$ cat src/rtl/note_queue.sv
// Timestamped note FIFO: releases each head entry's lane pattern while game_timer
// equals its timestamp; accounts for merged, rejected, dropped and missed entries.
module note_queue #(
  parameter int DEPTH = 16,
  parameter int TS_W  = 10,
  parameter int PAT_W = 8,
  parameter int CNT_W = 5
) (
  input  logic                  CLOCK50M,
  input  logic                  reset,
  input  logic                  write,
  input  logic [TS_W+PAT_W-1:0] pattern_with_timestamp,
  input  logic [TS_W-1:0]       game_timer,
  output logic [PAT_W-1:0]      pattern,
  output logic                  pattern_valid,
  output logic [CNT_W-1:0]      count,
  output logic                  empty,
  output logic                  full,
  output logic                  overflow,
  output logic                  order_err,
  output logic [7:0]            skipped
);

  localparam int AW = $clog2(DEPTH);

  typedef enum logic [1:0] {EMPTY, WAIT, SHOW} state_t;

  function automatic logic [7:0] sat_inc(input logic [7:0] v);
    return (v == 8'hFF) ? v : v + 8'd1;
  endfunction

  state_t           state_q, state_d;
  logic [TS_W-1:0]  ts_mem  [DEPTH];
  logic [PAT_W-1:0] pat_mem [DEPTH];
  logic [AW-1:0]    rd_q, wr_q, tail_idx;
  logic [CNT_W-1:0] count_q, count_d;
  logic             empty_q, full_q, ovf_q, ovf_d, ord_q, ord_d;
  logic [7:0]       skip_q, skip_d;
  logic [PAT_W-1:0] pat_q, pat_d;
  logic             vld_q, vld_d;
  logic             write_q, push_req, pop, store, merge;
  logic [TS_W-1:0]  in_ts, h_ts;
  logic [PAT_W-1:0] in_pat;

  assign in_ts    = pattern_with_timestamp[TS_W+PAT_W-1:PAT_W];
  assign in_pat   = pattern_with_timestamp[PAT_W-1:0];
  assign push_req = write & ~write_q;
  assign tail_idx = wr_q - AW'(1);
  assign h_ts     = ts_mem[rd_q];

  always_comb begin
    state_d = state_q;
    pop     = 1'b0;
    pat_d   = '0;
    vld_d   = 1'b0;
    skip_d  = skip_q;
    ovf_d   = ovf_q;
    ord_d   = ord_q;
    store   = 1'b0;
    merge   = 1'b0;

    // Head evaluation: stale heads pop, a matching head is shown
    if (count_q != '0) begin
      if (h_ts < game_timer) begin
        pop     = 1'b1;
        state_d = WAIT;
        if (state_q != SHOW) skip_d = sat_inc(skip_q);
      end else if (h_ts == game_timer) begin
        state_d = SHOW;
        pat_d   = pat_mem[rd_q];
        vld_d   = 1'b1;
      end else begin
        state_d = WAIT;
      end
    end

    // Push classification against the last stored entry
    if (push_req) begin
      if (count_q != '0 && in_ts < ts_mem[tail_idx]) begin
        ord_d = 1'b1;
      end else if (count_q != '0 && in_ts == ts_mem[tail_idx]) begin
        merge = 1'b1;
      end else if (count_q == CNT_W'(DEPTH) && !pop) begin
        ovf_d = 1'b1;
      end else begin
        store = 1'b1;
      end
    end

    count_d = count_q + CNT_W'(store) - CNT_W'(pop);
    if (count_d == '0)          state_d = EMPTY;
    else if (state_d == EMPTY)  state_d = WAIT;
  end

  always_ff @(posedge CLOCK50M) begin
    if (reset) begin
      state_q <= EMPTY;
      rd_q    <= '0;
      wr_q    <= '0;
      count_q <= '0;
      empty_q <= 1'b1;
      full_q  <= 1'b0;
      ovf_q   <= 1'b0;
      ord_q   <= 1'b0;
      skip_q  <= '0;
      pat_q   <= '0;
      vld_q   <= 1'b0;
      // Tracks write during reset so a level held across reset is not a new edge
      write_q <= write;
    end else begin
      state_q <= state_d;
      if (pop)   rd_q <= rd_q + AW'(1);
      if (store) wr_q <= wr_q + AW'(1);
      count_q <= count_d;
      empty_q <= (count_d == '0);
      full_q  <= (count_d == CNT_W'(DEPTH));
      ovf_q   <= ovf_d;
      ord_q   <= ord_d;
      skip_q  <= skip_d;
      pat_q   <= pat_d;
      vld_q   <= vld_d;
      write_q <= write;
    end
  end

  always_ff @(posedge CLOCK50M) begin
    if (store) begin
      ts_mem[wr_q]  <= in_ts;
      pat_mem[wr_q] <= in_pat;
    end else if (merge) begin
      pat_mem[tail_idx] <= pat_mem[tail_idx] | in_pat;
    end
  end

  assign pattern       = pat_q;
  assign pattern_valid = vld_q;
  assign count         = count_q;
  assign empty         = empty_q;
  assign full          = full_q;
  assign overflow      = ovf_q;
  assign order_err     = ord_q;
  assign skipped       = skip_q;

endmodule

$ cat config.mk
export PLATFORM = sky130hd
export DESIGN_NAME = note_queue
export DESIGN_NICKNAME = d
export VERILOG_FILES = /design/src/rtl/note_queue.sv
export SDC_FILE = /design/constraint.sdc
export NUM_CORES = 1
export LEC_CHECK = 0
export CAP_MARGIN = 5
export CORE_UTILIZATION = 35
export DETAILED_ROUTE_END_ITERATION = 6
export GPL_TIMING_DRIVEN = 0
export PLACE_DENSITY = 0.62
export RECOVER_POWER = 25
export SLEW_MARGIN = 10
export SYNTH_ARGS = -nofsm -noshare
export SYNTH_HDL_FRONTEND = slang
export SYNTH_SLANG_ARGS = --single-unit
export TNS_END_PERCENT = 100
$ cat constraint.sdc
create_clock -name CLOCK50M -period 14.87 [get_ports CLOCK50M]
set_input_delay 2.974 -clock CLOCK50M [delete_from_list [all_inputs] [get_ports CLOCK50M]]
set_output_delay 2.974 -clock CLOCK50M [all_outputs]
set_load 0.02 [all_outputs]
Word level (Yosys, flattened, before mapping)
Memory sizes are Yosys's and may differ from the RTL's. A register that Yosys moved wholly into a read port is not among the register bits.
Cells that the tools add are included.

operators by class
  $add $sub $neg = 6
  multipliers = 0
  divide/modulo/power cells = 0
  order comparisons = 2
  equal/unequal tests = 6
  shift-type cells = 0
  muxes and demuxes = 24
  bitwise logic cells = 8
  reductions and logical operators = 15

operators with widths
  operator                                                             number
  10-bit equality test                                                 2
  10-bit < comparator                                                  2
  1-bit 2-to-1 mux                                                     17
  4-bit 2-to-1 mux                                                     3
  5-bit equality test (second input constant)                          2
  4-bit by 1-bit adder with 4-bit output (second input constant)       2
  8-bit by 1-bit adder with 8-bit output (second input constant)       1
  8-bit equality test (second input constant)                          1
  8-bit 2-to-1 mux                                                     1
  8-bit bitwise OR                                                     1
  4-bit AND reduction                                                  2
  8-bit OR reduction                                                   1
  2-bit 2-to-1 mux                                                     3
  1-bit inverter                                                       6
  3-bit OR reduction                                                   2
  5-bit by 1-bit adder with 5-bit output                               1
  5-bit zero test                                                      1
  5-bit nonzero test                                                   1
  5-bit by 1-bit subtractor with 5-bit output                          1
  4-bit OR reduction                                                   1
  4-bit by 1-bit subtractor with 4-bit output (second input constant)  1
  1-bit logical AND                                                    3
  2-bit zero test                                                      1
  2-bit inequality test (second input constant)                        1
  other kinds (4)                                                      4

storage, ports and cells
  register bits = 29
  bits in latches = 0
  memory bits (writable) = 288
  memory bits (read-only) = 0
  output and inout bits = 26
  logic and storage cells = 75
  memories = 2

memories
  memory   words  bits a word  read ports  clocked after Yosys merged registers in  write ports  line  RTL
  ts_mem   16     10           2           1                                        1            33    logic [TS_W-1:0] ts_mem [DEPTH];
  pat_mem  16     8            2           1                                        1            34    logic [PAT_W-1:0] pat_mem [DEPTH];

Longest topological paths before layout
Gate-level depths: netlist (run 1).

  depth after elaboration = 13
  gate-level depth with buffers = 29
  mapped depth without buffers = 22

Least setup slack after synthesis (run 1)
OpenSTA, ideal clock, no wires.

  path kind = in2reg
  from = in game_timer[5]
  to = reg state_q[0]
  setup time = 0.127 ns
  arrival = 6.309 ns
  data required time = 14.743 ns
  setup slack = 8.434 ns
  stages = 19
  path buffers = 1
  path through = inv_1 ha_1 a21oi_1 o21ai_1 a2111oi_4 nor2_2 nor4_4 buf_6 inv_1 ha_1 inv_1 ha_1 fa_1 a21oi_1 o21bai_1 xnor2_1 nor2_1 a21oi_1 nor3_1

on the way
  longest elaborated chain between the ends = 13
  elaborated cells between the ends (all ways) = 19

RTL lines
  what                                         line  RTL
  start, declared                              13    input logic [TS_W-1:0] game_timer,
  10-bit < comparator                          64    if (h_ts < game_timer) begin
  1-bit 2-to-1 mux                             64
  1-bit 2-to-1 mux                             63    if (count_q != '0) begin
  1-bit zero test                              83    end else if (count_q == CNT_W'(DEPTH) && !pop) begin
  1-bit logical AND                            83
  1-bit 2-to-1 mux                             83
  1-bit 2-to-1 mux                             81    end else if (count_q != '0 && in_ts == ts_mem[tail_idx]) begin
  1-bit 2-to-1 mux                             79    if (count_q != '0 && in_ts < ts_mem[tail_idx]) begin
  1-bit 2-to-1 mux                             78    if (push_req) begin
  5-bit by 1-bit adder with 5-bit output       90    count_d = count_q + CNT_W'(store) - CNT_W'(pop);
  5-bit by 1-bit subtractor with 5-bit output  90
  5-bit zero test                              91    if (count_d == '0) state_d = EMPTY;
  2-bit OR reduction (no line)                 --
  end signal, assigned                         111   state_q <= state_d;
  end, declared                                32    state_t state_q, state_d;

Parallel ways exist; a longest one is shown, timed or not.
A chain may end at the register's enable or synchronous reset.

Worst setup path in the final report (run 1)
  from = reg wr_q[0]
  to = reg state_q[0]

on the way
  longest elaborated chain between the ends = 11
  elaborated cells between the ends (all ways) = 13

RTL lines
  what                                                                         line  RTL
  start, declared                                                              35    logic [AW-1:0] rd_q, wr_q, tail_idx;
  start signal, assigned                                                       113   if (store) wr_q <= wr_q + AW'(1);
  4-bit by 1-bit subtractor with 4-bit output (*)                              48    assign tail_idx = wr_q - AW'(1);
  named net tail_idx[0]                                                        35
  memory read 16 x 10 bit (*)                                                  --
  parallel branches: the longest is 3 deep, another holds 10-bit < comparator  --
  1-bit 2-to-1 mux (*)                                                         79
  1-bit 2-to-1 mux (*)                                                         78
  5-bit by 1-bit adder with 5-bit output (*)                                   90
  5-bit by 1-bit subtractor with 5-bit output (*)                              90
  5-bit zero test (*)                                                          91
  2-bit OR reduction (no line) (*)                                             --

Mark *: on every way through the listed nets, which the timed path passes.

==> flow_results.org, run 1 <==
** CTS
- Resized Gates After CTS :: 0
- After clock tree synthesis, the clock-pin slew on the worst setup and hold paths is 0.07 ns.
- Clock latency on the worst-skew pair :: 0.53 ns
- Number of buffers added by the clock tree synthesis step :: 35
- Master cell of the clock root buffer :: sky130_fd_sc_hd__clkbuf_16
- Post-CTS setup-driven buffer insertion count :: 0
- The H-tree was split into 2 levels.
- Number of sinks driven by the clock tree :: 329
- Hold repair after CTS inserted 0 buffers.
- CTS Buffer Depth :: 3
- Clock tree from TritonCTS :: built

** Worst hold path
- The tightest min-delay check is of the register to register type.

** Die
- Site Rows :: 77
- Overall die width :: 214 um
- For this design the top-level I/O count stands at 57.
- Die Height :: 214 um
- The floorplan step defined a core boundary enclosing 0.0443 mm2.
- The initial utilization of the core area, before any placement, comes to 0.355.
- The die covers 0.0458 mm2.

** Synthesis
- When the netlist entered floorplanning its net count stood at 936.
- Syn Std Cell Area :: 0.0157 mm2
- Number of synthesized flops with an enable pin :: 288
- Synth unique cells :: 47
- Mean Syn Cell Area :: 18.1 um2
- Proportion of synthesized chip area in sequential cells :: 0.601
- Register bit count reported by yosys :: 329
- Number of instances in the synthesized netlist :: 871
- During synthesis, Yosys emitted a total of 0 warnings.
- For this run, the leading register cell type out of synthesis is sky130_fd_sc_hd__edfxtp_1.
- Post-synthesis async set-or-reset flop share :: 0

** Worst setup path
- Critical Path Source Type :: register
- Startpoint of the lowest-slack register-to-register path :: wr_q[0]$_SDFFE_PP0P_
- The slowest stage of the critical path is the sky130_fd_sc_hd__clkbuf_1 cell.
- STA puts the critical path data required time at 15.26 ns.
- Together, buffers and inverters on the worst path number 11.
- Crit path to :: state_q[0]$_SDFF_PP0_
- Data arrives at the worst endpoint at 8.85 ns.
- STA classifies the critical path endpoint as a register.
- FF-to-FF setup slack :: 6.41 ns
- Number of cells on the critical path :: 29
- Worst Setup SP :: wr_q[0]$_SDFFE_PP0P_
- In this run the critical register-to-register path is captured at state_q[0]$_SDFF_PP0_.
- By startpoint and endpoint, the worst setup path is classified as register to register.
- Critical path's largest stage delay :: 0.98 ns
- The worst register-to-register path has a depth of 29.
- Worst-path fanout max :: 10
- Critical path's top delay family :: buffers and inverters

** Cells and area
- Leading cell types in the layout, fill and taps excluded :: 288 x sky130_fd_sc_hd__edfxtp_1, 172 x sky130_fd_sc_hd__mux4_2, 46 x sky130_fd_sc_hd__nor2_1
- The area growth from synthesis to layout is 15.7%.
- Final-layout fill cell count :: 3970
- The number of antenna diodes in the final layout is 0.
- FF/Latch Area :: 0.00947 mm2
- Of the cells placed in the final design, the portion with a size suffix greater than 1 is 0.256.
- Design Area, Final :: 0.0182 mm2
- Final cell utilization of the core :: 0.411
- Summing all multi-input logic gate instances after layout gives 0.00590 mm2.
- Leaving out fill and tap cells, the most frequent cell in the layout is sky130_fd_sc_hd__edfxtp_1.
- Final #Nets :: 1028

** Timing
- Worst hold margin :: 0.511 ns
- Worst clock skew :: 0.0159 ns
- Number of pins exceeding their max-slew limit in the final report :: 0
- Unrepaired setup endpoints after global routing :: no
- Post-Route Setup TNS :: 0 ns
- Final Hold Vio Count :: 0
- Shortest clock period the worst path allows after layout :: 8.46 ns
- Slew HR :: 0.169
- Setup violations remaining at the end of the flow were counted as 0.
- For this run, the top clock speed supported by timing is 0.118 GHz.
- Final clock period utilization by the worst path :: 0.569
- Tightest Pin Transition :: 1.25 ns

** Power and ir drop
- Summing internal, switching and leakage power gives 3020 uW.
- In this run the static leakage power is 0.00578 uW.
- VDD sags by at most 0.000130 V.
- PD cells :: 166 mW/mm2

** Detailed routing
- Detailed-route via count :: 9056
- The detail route stage leaves a number of antenna-violating nets equal to 0.
- The first TritonRoute pass finished after 5 iterations.
- In the routed layout, each cell is associated on average with a via count of 5.73.
- Iteration-0 DRC count of the detailed router :: 1084
- DRC violations left :: 0
- For this block, the routed nets add up to 41.7 mm of wire.
- Routed length per instance :: 26.4 um

** Placed design
- Detailed placement finished with a half-perimeter wire length of 27.6 mm.
- Final RePlAce weighted congestion :: 0.827
- Input and output buffers added on the ports amount to 55.
- After detailed placement, the total cell area comes to 0.0170 mm2.

** Global routing
- Entering global routing, the biggest net connects 18 pins.
- The first global-routing pass estimated 61.6 mm of wire.
- Initial antenna violation count :: 3
- For this run the aggregate overflow at the end of global routing stands at 0.
- Across every metal layer, demand over resource in global routing totals 0.183.
- Vias in the first global route :: 9361

** Status
- The run finished with clean final reports.

** Flow run
- Maxcap violations :: 0
## layout make-up
type	instances	area share
inverter	33	0.00680
sequential	329	0.520
tap	592	0.0407
clock buffer	45	0.0525
timing repair buffer	55	0.0302
buffer	55	0.0135
multi-input combinational	454	0.324
clock inverter	18	0.0124
## registers in the layout, indices dropped and copies added, names as in the netlist, 2 cells and up, named ones only
signal and cells:
rd_q 4, state_q 2, pattern 8, pat_mem 128
wr_q 4, ts_mem 160, count 5, skipped 8
## kinds of logic (layout without fill, tap and decap cells)
kind of cell	after synthesis	in the layout	synth area share
AOI/OAI and AO/OA	52	52	0.0229
xor gates and xnor gates	19	19	0.0106
adders and majority gates	34	34	0.0275
buffers and inverters	88	206	0.0235
DFF	329	329	0.601
muxes	189	189	0.257
and+or+nand+nor	160	160	0.0570
## layer usage
layer  global-route usage  up-vias  share of wire
met5                    0        -        0.00074
met1                0.248     4724           0.40
met4               0.0574        4          0.029
li1                     -     3773              -
met3               0.0278       88          0.083
met2                0.302      467           0.48
## metrics by stage
step	setup WS, ns	std cells
2_1_floorplan	8.43	871
3_3_place_gp	6.53	1518
3_5_place_dp	6.50	1518
4_1_cts	6.41	1581
5_1_grt	5.96	1581
6_report	6.41	1581
## cells in the mapped netlist, drive strengths merged (2+ instances only)
master | instances | area [um2]
mux2 | 3 | 33.8
xnor2 | 8 | 70.1
o21a | 2 | 15.0
nand4 | 9 | 56.3
nand3 | 16 | 80.1
nand2b | 4 | 25.0
mux4 | 172 | 3870
nor4 | 6 | 88.8
a21oi | 19 | 98.9
ha | 33 | 413
edfxtp | 288 | 8650
and2 | 8 | 50.1
a211oi | 13 | 97.6
mux2i | 14 | 140
nor3 | 7 | 35.0
nor2b | 20 | 125
o21ai | 3 | 15.0
xor2 | 11 | 96.3
nand2 | 16 | 62.6
o21bai | 2 | 15.0
buf | 28 | 145
a21o | 10 | 75.1
inv | 33 | 124
and3 | 22 | 138
nor2 | 47 | 179
dfxtp | 41 | 821
clkbuf | 27 | 101
nor4b | 2 | 32.5
## worst min path at each step
stage,start,end,cells past startpoint,slack [ns]
floorplan,state_q[1]$_SDFF_PP0_,state_q[1]$_SDFF_PP0_,2,0.46
global route,overflow$_SDFFE_PP0P_,overflow$_SDFFE_PP0P_,1,0.54
finish,overflow$_SDFFE_PP0P_,overflow$_SDFFE_PP0P_,1,0.51
CTS,state_q[1]$_SDFF_PP0_,state_q[1]$_SDFF_PP0_,2,0.51
global placement,overflow$_SDFFE_PP0P_,overflow$_SDFFE_PP0P_,1,0.48
detailed placement,state_q[1]$_SDFF_PP0_,state_q[1]$_SDFF_PP0_,2,0.49
## power breakdown
part           internal, uW  switching [uW]
clock network           544             359
logic                   473             577
registers              1040            26.3
total                  2060             962
(Power assumes the default switching activity.)
==> run 2: changes to the inputs <==
Clock period 14.87 ns to 8.6 ns, I/O delays scaled along.
==> run 2 against run 1 <==
Compared with the run above: non-clock buffer count stayed put; worst hold slack lost 0.0048 ns; critical path depth shrank 2; largest cell class unchanged; flip-flop and latch count is the same; sequential power rose by 72%; final area is essentially flat; register-to-register slack lost 5.9 ns; first-iteration DRC count down 9.5%; count of clock-buffer cells in the layout is the same; critical path type unchanged; power up 73%; global-route usage is the same.
==> flow_results.org, run 2 (same netlist as run 1, synthesis figures left out) <==
** Global routing
- Wire length of the first global-routing pass :: 61.6 mm (unchanged)
- The total global routing track utilization was 0.183 (unchanged).
- The initial antenna violation count came to 3 (unchanged).
- Vias in the first global route :: 9361 (unchanged)
- The largest net degree at the start of global routing is 18 (unchanged).
- Total gr overflow :: 0 (unchanged)

** Worst setup path
- The start point of the critical path is wr_q[0]$_SDFFE_PP0P_ (unchanged).
- FF-to-FF setup slack :: 0.51 ns (was 6.41 ns)
- Critical R2R Capture :: state_q[0]$_SDFF_PP0_ (unchanged)
- The sort of element at the end of the critical path was a register (unchanged).
- The end point of the critical path is state_q[0]$_SDFF_PP0_ (unchanged).
- Critical Path Source Type :: register (unchanged)
- Critical path's top delay family :: buffers and inverters (unchanged)
- Critical Path Slowest Stage Cell :: sky130_fd_sc_hd__buf_1 (was sky130_fd_sc_hd__clkbuf_1)
- The combined buffer and inverter count along the critical path came to 9 (was 11).
- The kind of critical path is register to register (unchanged).
- The depth of the critical timing path with buffers and inverters included is 27 (was 29).
- The data required time at the worst endpoint was 8.99 ns (was 15.26 ns).
- The data arrival time of the worst path was 8.48 ns (was 8.85 ns).
- Startpoint of the lowest-slack register-to-register path :: wr_q[0]$_SDFFE_PP0P_ (unchanged)
- Length in cells of the worst reg-to-reg path :: 27 (was 29)
- The longest individual stage delay on the worst path came to 0.94 ns (was 0.98 ns).
- Worst-path fanout max :: 10 (unchanged)

** Detailed routing
- Detailed-route via count :: 9061 (was 9056)
- The number of remaining DRC errors came to 0 (unchanged).
- Number of vias per cell after detailed routing :: 5.73 (about the same)
- The average wire length per cell after detail routing was 26.4 um (about the same).
- TritonRoute pass-1 iters :: 5 (unchanged)
- Number of antenna-violating nets in the routed design :: 0 (unchanged)
- Total wirelength of the detailed-routed design :: 41.8 mm (was 41.7 mm)
- The starting DRC count in detailed routing came to 981 (was 1084).

** Timing
- The clock period minus final worst setup slack came to 8.09 ns (was 8.46 ns).
- The final critical-path setup slack was 0.510 ns (was 6.41 ns).
- The final sum of negative setup slack came to 0 ns (unchanged).
- The achievable clock frequency came to 0.124 GHz (was 0.118 GHz).
- The transition time of the tightest slew-check pin came to 1.17 ns (was 1.25 ns).
- Slew HR :: 0.219 (was 0.169)
- The number of endpoints failing setup at the final stage came to 0 (unchanged).
- Unrepaired setup endpoints after global routing :: no (unchanged)
- Worst clock skew :: 0.0183 ns (was 0.0159 ns)
- The total count of max-transition violations in the final report came to 0 (unchanged).
- Final clock period utilization by the worst path :: 0.941 (was 0.569)
- Final Hold Vio Count :: 0 (unchanged)

** Cells and area
- The final-stage net count was 1028 (unchanged).
- Registers with the most flip-flops: ts_mem x160, pat_mem x128 (unchanged).
- Area grow syn2layout :: 15.7% (about the same)
- The flip-flop count of the largest register after layout was 160 (unchanged).
- Leading cell types in the layout, fill and taps excluded: 288 x sky130_fd_sc_hd__edfxtp_1, 172 x sky130_fd_sc_hd__mux4_2, 46 x sky130_fd_sc_hd__nor2_1 (unchanged).
- The register with the highest flop count is ts_mem (unchanged).
- Antenna fix cells :: 0 (unchanged)
- The layout cell share with drive strength beyond 1 is 0.257 (was 0.256).
- Most frequent standard cell in the layout excluding fill and tap cells :: sky130_fd_sc_hd__edfxtp_1 (unchanged)
- Non-filler cells in the finished layout :: 1581 (unchanged)

** Die
- Site Rows :: 77 (unchanged)
- The width of the die is 214 um (unchanged).
- The number of top-level design ports came to 57 (unchanged).
- Die Height :: 214 um (unchanged)
- The overall die area came to 0.0458 mm2 (unchanged).
- The effective utilization at floorplan was 0.355 (unchanged).
- Total core area :: 0.0443 mm2 (unchanged)

** CTS
- The CTS sink count is 329 (unchanged).
- Master cell of the clock root buffer :: sky130_fd_sc_hd__clkbuf_16 (unchanged)
- The later-pin clock latency in the skew report was 0.53 ns (about the same).
- H-tree levels :: 2 (unchanged)
- Number of buffers added by the clock tree synthesis step :: 35 (unchanged)
- The post-CTS setup buffer count is 0 (unchanged).
- CTS Buffer Depth :: 3 (unchanged)
- The clock transition at the registers of the reported paths is 0.07 ns (about the same).
- Resized Gates After CTS :: 0 (unchanged)
- The TritonCTS clock tree is built (unchanged).
- Total of hold buffers inserted after clock tree synthesis :: 0 (unchanged)

** Placed design
- The worst slack after detailed placement was 0.228 ns (was 6.50 ns).
- The port buffer count was 55 (unchanged).
- The placed wire-length estimate was 27.6 mm (unchanged).
- The cell total after placement came to 1518 (unchanged).
- Final RePlAce weighted congestion :: 0.827 (unchanged)

** Status
- Outcome: finished, final reports clean (unchanged).

** Power and ir drop
- Total Power :: 5220 uW (was 3020 uW)
- The leakage power summed over all cells was 0.00578 uW (about the same).
- The largest voltage drop on the vdd net was 0.000225 V (was 0.000130 V).
- The power per standard cell area came to 286 mW/mm2 (was 166 mW/mm2).

** Flow run
- The number of maximum-capacitance violations came to 0 (unchanged).

** Worst hold path
- The worst min-delay path class was register to register (unchanged).
- Number of cells traversed by the worst hold path :: 1 (unchanged)
[run 2: final cells by class]
type                    instances  area, um2
fillers                      3972      26100
flip-flops and latches        329       9470
multi-input cells             454       5900
clock buffers                  45        956
well taps                     592        741
repair buffers                 55        551
plain buffers                  55        248
clock inverters                18        226
inverters                      33        124
[run 2: worst min path at each step]
stage	from	to	slack [ns]
finish	overflow$_SDFFE_PP0P_	overflow$_SDFFE_PP0P_	0.51
global route	overflow$_SDFFE_PP0P_	overflow$_SDFFE_PP0P_	0.54
CTS	state_q[1]$_SDFF_PP0_	state_q[1]$_SDFF_PP0_	0.51
detailed placement	state_q[1]$_SDFF_PP0_	state_q[1]$_SDFF_PP0_	0.49
global placement	overflow$_SDFFE_PP0P_	overflow$_SDFFE_PP0P_	0.48
floorplan	state_q[1]$_SDFF_PP0_	state_q[1]$_SDFF_PP0_	0.46
[run 2: through the flow]
step / instance area, um2 / utilization / hold WS (ns)
after global placement: 17000 / 0.384 / 0.479
final: 18200 / 0.411 / 0.506
after floorplan: 15700 / - / 0.458
after detailed placement: 17000 / 0.384 / 0.495
after CTS: 18200 / 0.411 / 0.509
after global routing: 18200 / 0.411 / 0.543
[run 2: power breakdown]
part	total, uW	switching, uW	internal [uW]
registers	1840	44.8	1800
clock network	1560	622	940
logic	1810	996	818
total	5220	1660	3560
[run 2: routing by layer]
metal	global-route usage	wire, um
met5	0	31
met4	0.0574	1130
met3	0.0278	3220
met2	0.302	20300
met1	0.248	17100
==> run 3: changes to the inputs <==
Settings changed: CORE_ASPECT_RATIO from default to 0.75.
==> run 3 against run 2 <==
Compared with the run above: the run now ends with DRC left; critical path depth increased by 1; sequential power about the same; fmax increased by 0.41%; largest cell class unchanged; via count increased by 0.88%; final area decreased by 0.43%; final cell count decreased by 0.82%; non-clock buffer count unchanged; critical endpoint unchanged; global-route usage increased by 0.58 points; critical path type unchanged; routed wire length increased by 1.8%.
==> flow_results.org, run 3 (same netlist as run 1, synthesis figures left out) <==
** Global routing
- Total gr overflow :: 0 (unchanged)
- Vias in the first global route :: 9004 (was 9361)
- The global-route wire length before repair was 61.5 mm (was 61.6 mm).
- The total global routing track utilization came to 0.189 (was 0.183).
- Pin count of the biggest net entering global routing :: 18 (unchanged)
- Initial antenna violation count :: 0 (was 3)

** Placed design
- Count of buffers from port buffering :: 55 (unchanged)
- Dpl hpwl :: 29.1 mm (was 27.6 mm)
- The placer congestion estimate was 0.819 (was 0.827).

** Detailed routing
- The number of vias per cell after detailed routing is 5.83 (was 5.73).
- Routed length per instance :: 27.1 um (was 26.4 um)
- The number of remaining DRC errors came to 15 (was 0).
- TritonRoute pass-1 iters :: 7 (was 5)
- Iteration-0 DRC count of the detailed router :: 1155 (was 981)
- Number of antenna-violating nets in the routed design :: 0 (unchanged)
- Total wirelength of the detailed-routed design :: 42.6 mm (was 41.8 mm)
- Detailed-route via count :: 9141 (was 9061)

** CTS
- Clock tree from TritonCTS :: built (unchanged)
- H-tree levels :: 2 (unchanged)
- The TritonCTS buffer count came to 36 (was 35).
- Master cell of the clock root buffer :: sky130_fd_sc_hd__clkbuf_16 (unchanged)
- Clk slew on worst S/H paths :: 0.06 ns (was 0.07 ns)
- The post-CTS setup buffer count came to 0 (unchanged).
- CTS Buffer Depth :: 3 (unchanged)
- The later-pin clock latency in the skew report was 0.54 ns (was 0.53 ns).
- The CTS sink count is 329 (unchanged).

** Die
- The width of the die was 247 um (was 214 um).
- Starting Density :: 0.359 (was 0.355)
- The row count is 66 (was 77).
- The height of the die came to 186 um (was 214 um).
- The overall die area came to 0.0458 mm2 (about the same).
- The number of top-level design ports was 57 (unchanged).
- Total core area :: 0.0438 mm2 (was 0.0443 mm2)

** Timing
- The achievable clock frequency is 0.124 GHz (about the same).
- Tightest Pin Transition :: 1.17 ns (about the same)
- Slew HR :: 0.214 (was 0.219)
- Final clock period utilization by the worst path :: 0.937 (was 0.941)
- Unrepaired setup endpoints after global routing: no (unchanged).
- Final Hold Vio Count :: 0 (unchanged)
- The final sum of negative setup slack is 0 ns (unchanged).
- Number of pins exceeding their max-slew limit in the final report :: 0 (unchanged)
- The number of endpoints failing setup at the final stage is 0 (unchanged).
- The clock period minus final worst setup slack was 8.06 ns (was 8.09 ns).
- Worst clock skew :: 0.0270 ns (was 0.0183 ns)

** Cells and area
- The number of antenna repair diodes was 0 (unchanged).
- The layout cell share with drive strength beyond 1 came to 0.258 (was 0.257).
- The flip-flop count of the largest register after layout came to 160 (unchanged).
- The final-stage net count was 1029 (was 1028).
- The count of fill cells added during filler insertion was 3842 (was 3972).
- Leading cell types in the layout, fill and taps excluded: 288 x sky130_fd_sc_hd__edfxtp_1, 172 x sky130_fd_sc_hd__mux4_2, 44 x sky130_fd_sc_hd__clkdlybuf4s50_1 (was 288 x sky130_fd_sc_hd__edfxtp_1, 172 x sky130_fd_sc_hd__mux4_2, 46 x sky130_fd_sc_hd__nor2_1).
- Register with the most flip-flops :: ts_mem (unchanged)
- The synthesis-to-finish area growth is 15.2% (was 15.7%).
- The most common library cell in the layout ignoring fill and taps is sky130_fd_sc_hd__edfxtp_1 (unchanged).
- Registers with the most flip-flops :: ts_mem x160, pat_mem x128 (unchanged)

** Power and ir drop
- Flop pwr share :: 0.358 (was 0.353)
- Sw Ratio :: 0.326 (was 0.319)
- Leakage power total :: 0.00575 uW (was 0.00578 uW)
- Int Pwr :: 3480 uW (was 3560 uW)
- The power per standard cell area was 284 mW/mm2 (was 286 mW/mm2).
- Power share of the combinational group :: 0.355 (was 0.348)
- The total power draw is 5160 uW (was 5220 uW).
- The power share of the clock group was 0.287 (was 0.299).
- Max VDD drop :: 0.000128 V (was 0.000225 V)
- The total net switching power came to 1680 uW (was 1660 uW).

** Worst setup path
- The number of cells on the worst reg-to-reg path was 28 (was 27).
- Critical path required time :: 8.99 ns (about the same)
- In this design, the critical path's most frequently occurring cell is sky130_fd_sc_hd__ha_1.
- The critical-path cell with the highest stage delay is sky130_fd_sc_hd__clkbuf_1 (was sky130_fd_sc_hd__buf_1).
- Crit end category :: register (unchanged)
- Critical Path Source Type :: register (unchanged)
- The data arrival time of the worst path is 8.44 ns (was 8.48 ns).
- The worst setup slack for register-to-register paths was 0.54 ns (was 0.51 ns).
- Startpoint of the lowest-slack register-to-register path :: wr_q[0]$_SDFFE_PP0P_ (unchanged)
- The combined buffer and inverter count along the critical path was 10 (was 9).
- Critical path's top delay family :: buffers and inverters (unchanged)
- The largest fanout on the critical path was 10 (unchanged).
- Critical path's largest stage delay :: 0.75 ns (was 0.94 ns)
- The kind of critical path is register to register (unchanged).
- Critical R2R Capture :: state_q[0]$_SDFF_PP0_ (unchanged)

** Worst hold path
- The worst min-delay path class is register to register (unchanged).
- Number of cells traversed by the worst hold path :: 2 (was 1)
- The startpoint of the tightest hold check path is state_q[1]$_SDFF_PP0_ (was overflow$_SDFFE_PP0P_).
- Hold Crit Endpoint :: state_q[1]$_SDFF_PP0_ (was overflow$_SDFFE_PP0P_)

** Status
- Outcome: complete, but fails checks (was finished, final reports clean).
- Violations in the final reports :: DRC

** Flow run
- Maxcap violations :: 0 (unchanged)
## run 3: cell types whose count changed in the layout (fill, tap and decap cells not counted)
cell / previous run / this run
sky130_fd_sc_hd__clkbuf_1: 34 / 40
sky130_fd_sc_hd__nor2_1: 46 / 42
sky130_fd_sc_hd__nor2_2: 1 / 5
sky130_fd_sc_hd__bufinv_16: 5 / 2
sky130_fd_sc_hd__clkbuf_8: 0 / 2
sky130_fd_sc_hd__clkinv_1: 6 / 4
sky130_fd_sc_hd__clkbuf_16: 37 / 36
sky130_fd_sc_hd__clkinv_2: 2 / 1
sky130_fd_sc_hd__clkinv_8: 0 / 1
sky130_fd_sc_hd__clkinvlp_4: 2 / 1
sky130_fd_sc_hd__inv_6: 0 / 1
sky130_fd_sc_hd__inv_8: 1 / 0
## run 3: what timing repair did
action / 4_1_cts / 5_1_grt
resized for setup: 0 / 3
hold buffers: 0 / 0
endpoints found under the setup margin: 0 / 2
hold endpoints to repair: 0 / 0
## run 3: power groups by stage
stage          sequential (uW)  combinational, uW  clock (uW)
5_1_grt                   1850               1960        1550
3_5_place_dp              1880               1820           0
2_1_floorplan             1890               1240           0
4_1_cts                   1850               1820        1500
6_report                  1850               1830        1480
3_3_place_gp              1880               1810           0
## run 3: area by class of cell
cell class	instances	area, um2	share of cell area
clock inverters	12	130	0.00717
well taps	578	723	0.0399
plain buffers	55	248	0.0137
inverters	33	124	0.00683
multi-input cells	454	5910	0.326
flip-flops and latches	329	9470	0.522
repair buffers	55	551	0.0303
clock buffers	52	981	0.0541
## run 3: worst register-to-register path: cells and delay by family, from the launching register on
family	cells	cell delay, ns
compound gates	5	0.75
xor+xnor	1	0.20
fa+ha+maj	5	1.43
buf+inv	10	3.16
flops	1	0.39
mux	2	0.98
simple gates	5	1.02
## run 3: routing by layer
layer | routed length [um] | part of all wire | track usage | up-vias
li1 | - | - | - | 3765
met1 | 19000 | 0.45 | 0.284 | 4788
met4 | 714 | 0.017 | 0.0449 | 2
met5 | 103 | 0.0024 | 0.0174 | -
met3 | 4870 | 0.11 | 0.0554 | 56
met2 | 17900 | 0.42 | 0.263 | 530
## run 3: through the flow
step / setup slack, ns / area, um2 / hold slack, ns / util / cells
2_1_floorplan: 2.35 / 15700 / 0.458 / - / 871
3_3_place_gp: 0.526 / 17000 / 0.474 / 0.388 / 1504
3_5_place_dp: 0.485 / 17000 / 0.483 / 0.388 / 1504
4_1_cts: 0.431 / 18100 / 0.496 / 0.413 / 1568
5_1_grt: 0.134 / 18100 / 0.536 / 0.414 / 1568
6_report: 0.542 / 18100 / 0.503 / 0.414 / 1568
## run 3: worst max-delay path by stage
stage | cells past startpoint | slack [ns] | start | to
finish | 28 | 0.54 | wr_q[0]$_SDFFE_PP0P_ | state_q[0]$_SDFF_PP0_
global route | 27 | 0.13 | wr_q[0]$_SDFFE_PP0P_ | state_q[0]$_SDFF_PP0_
floorplan | 29 | 2.35 | wr_q[0]$_SDFFE_PP0P_ | state_q[0]$_SDFF_PP0_
global placement | 29 | 0.53 | wr_q[0]$_SDFFE_PP0P_ | state_q[0]$_SDFF_PP0_
detailed placement | 29 | 0.49 | wr_q[0]$_SDFFE_PP0P_ | state_q[0]$_SDFF_PP0_
CTS | 29 | 0.43 | wr_q[0]$_SDFFE_PP0P_ | state_q[0]$_SDFF_PP0_
==> RTL change, RTL diff (flow settings as in run 3) <==
Change the parameter `CNT_W` from 5 to 4.
--- a/src/rtl/note_queue.sv
+++ b/src/rtl/note_queue.sv
@@ -6,3 +6,3 @@
   parameter int PAT_W = 8,
-  parameter int CNT_W = 5
+  parameter int CNT_W = 4
 ) (
Interface: changed (resized count); port bits go from 57 to 56. No check against the original RTL was run, so the function may have changed too.
==> RTL change against run 3 <==
Setup slack better by 0.46 ns. Critical endpoint unchanged. Sequential cell count is 1 lower. Power is 1.8% lower. Largest power group unchanged. Synthesized cell count is 3.6% lower. Combinational power is 11% lower. Critical path depth is 4 lower. Area after synthesis is 0.50% lower. Routed wire length is 3.1% lower. Design area is 0.65% higher.
==> RTL change: results <==
metrics = {
    "timing": {
        "skew_ns": 0.0273,
        "worst_pin_slew_ns": 1.24,
    },
    "worst_setup_path": {
        "crit_arrival_ns": 8.02,
        "r2r_cells": 24,
    },
    "layout": {
        "fillers": 3835,
        "fin_cells": 1545,
        "syn2layout_area_growth_pct": 16.5,
        "nets": 1003,
        "largestRegisters": "ts_mem (160), pat_mem (128)",
        "drive_gt1_share_pct": 30.6,
    },
    "outcome": {
        "status": "finished clean",
    },
    "clock_network": {
        "clk_pin_slew_ns": 0.06,
        "cts_resized": 0,
    },
    "power": {
        "power.leakage_nw": 5.86,
        "intPower_mw": 3.52,
        "swShare_pct": 30.6,
        "p_seq_share_pct": 36.0,
        "pwr-share-clk_pct": 31.8,
    },
    "routing": {
        "wl_mm": 41.2,
        "drt_pre_antenna_iters": 5,
        "drt-initial-drc-count": 934,
        "routed_via_density": 5.72,
    },
    "yosys": {
        "syn_inst": 840,
        "synth_common_cells": "288 x edfxtp_1, 172 x mux4_2, 40 x dfxtp_1, 35 x inv_1, 32 x ha_1",
        "synth-compound-area-share_pct": 1.74,
        "yosys.cell_types.count": 57,
        "synthesis.nets": 904,
        "synthAdderAreaFrac_pct": 2.68,
        "synthMuxAreaShare_pct": 26.0,
        "synth_area_leaders": "edfxtp_1 55%, mux4_2 25%, dfxtp_1 5.1%",
        "seq_area_frac_synth_pct": 60.3,
        "synthXorXnorAreaFrac_pct": 1.31,
    },
    "placed_design": {
        "dp_hpwl_mm": 27.6,
        "dp_slack_ns": 1.10,
        "gp_congestion": 0.823,
        "io_buffers": 54,
        "postPlaceCellArea_sq_mm": 0.0170,
    },
    "grt": {
        "grt_pass1_wl_mm": 59.6,
        "use_met3_pct": 6.20,
        "grt_pass1_vias": 8768,
        "use_met2_pct": 26.2,
        "grt_usage_pct": 18.4,
        "met1_usage_pct": 26.8,
    },
}
[RTL change: changes by cell type after synthesis, moves of 4 or more]
cell,run 3,this run
a21oi_1,18,11
xnor2_1,8,4
nand4_1,9,3
mux2i_1,14,18
a211oi_1,13,3
nand2_1,15,27
clkbuf_1,27,23
a31o_2,0,6
and2_1,7,1
nor3b_1,1,7
nor2_1,46,28
a21o_1,10,1
nand3_1,16,11
[RTL change: metal layers]
metal | vias to the layer above | routed length, microns
met5 | - | 0
met4 | 0 | 830
met3 | 66 | 4590
met2 | 456 | 17700
met1 | 4657 | 18100
li1 | 3664 | -
[RTL change: final timing paths]
kind	start	end	slack, ns
max	wr_q[0]$_SDFFE_PP0P_	state_q[0]$_SDFF_PP0_	1.00
min	state_q[1]$_SDFF_PP0_	state_q[1]$_SDFF_PP0_	0.46
min reg2reg	state_q[1]$_SDFF_PP0_	state_q[1]$_SDFF_PP0_	0.46
max reg2reg	wr_q[0]$_SDFFE_PP0P_	state_q[0]$_SDFF_PP0_	1.00
[RTL change: worst max-delay path, cell delays in order (launching register included)]
cell and delay, ns:
dfxtp_1 0.46, buf_4 0.31, buf_4 0.31, inv_1 0.15, ha_1 0.38, clkbuf_1 0.46
clkbuf_1 0.87, mux4_2 0.42, mux4_2 0.49, inv_1 0.08, ha_1 0.18, nand2_1 0.07
o21a_1 0.30, o211ai_2 0.39, nor3b_4 0.38, clkbuf_1 0.29, inv_1 0.12, ha_1 0.30
inv_1 0.04, ha_1 0.20, fa_1 0.52, nor2_1 0.05, and3_1 0.18, or2_2 0.31
a211oi_1 0.23
[RTL change: layout make-up]
class,count,area share [%]
well taps,578,3.96
clock inverters,19,1.36
repair buffers,61,3.27
inverters,35,0.720
multi-input cells,427,32.3
plain buffers,50,1.30
clock buffers,47,5.33
flip-flops and latches,328,51.8
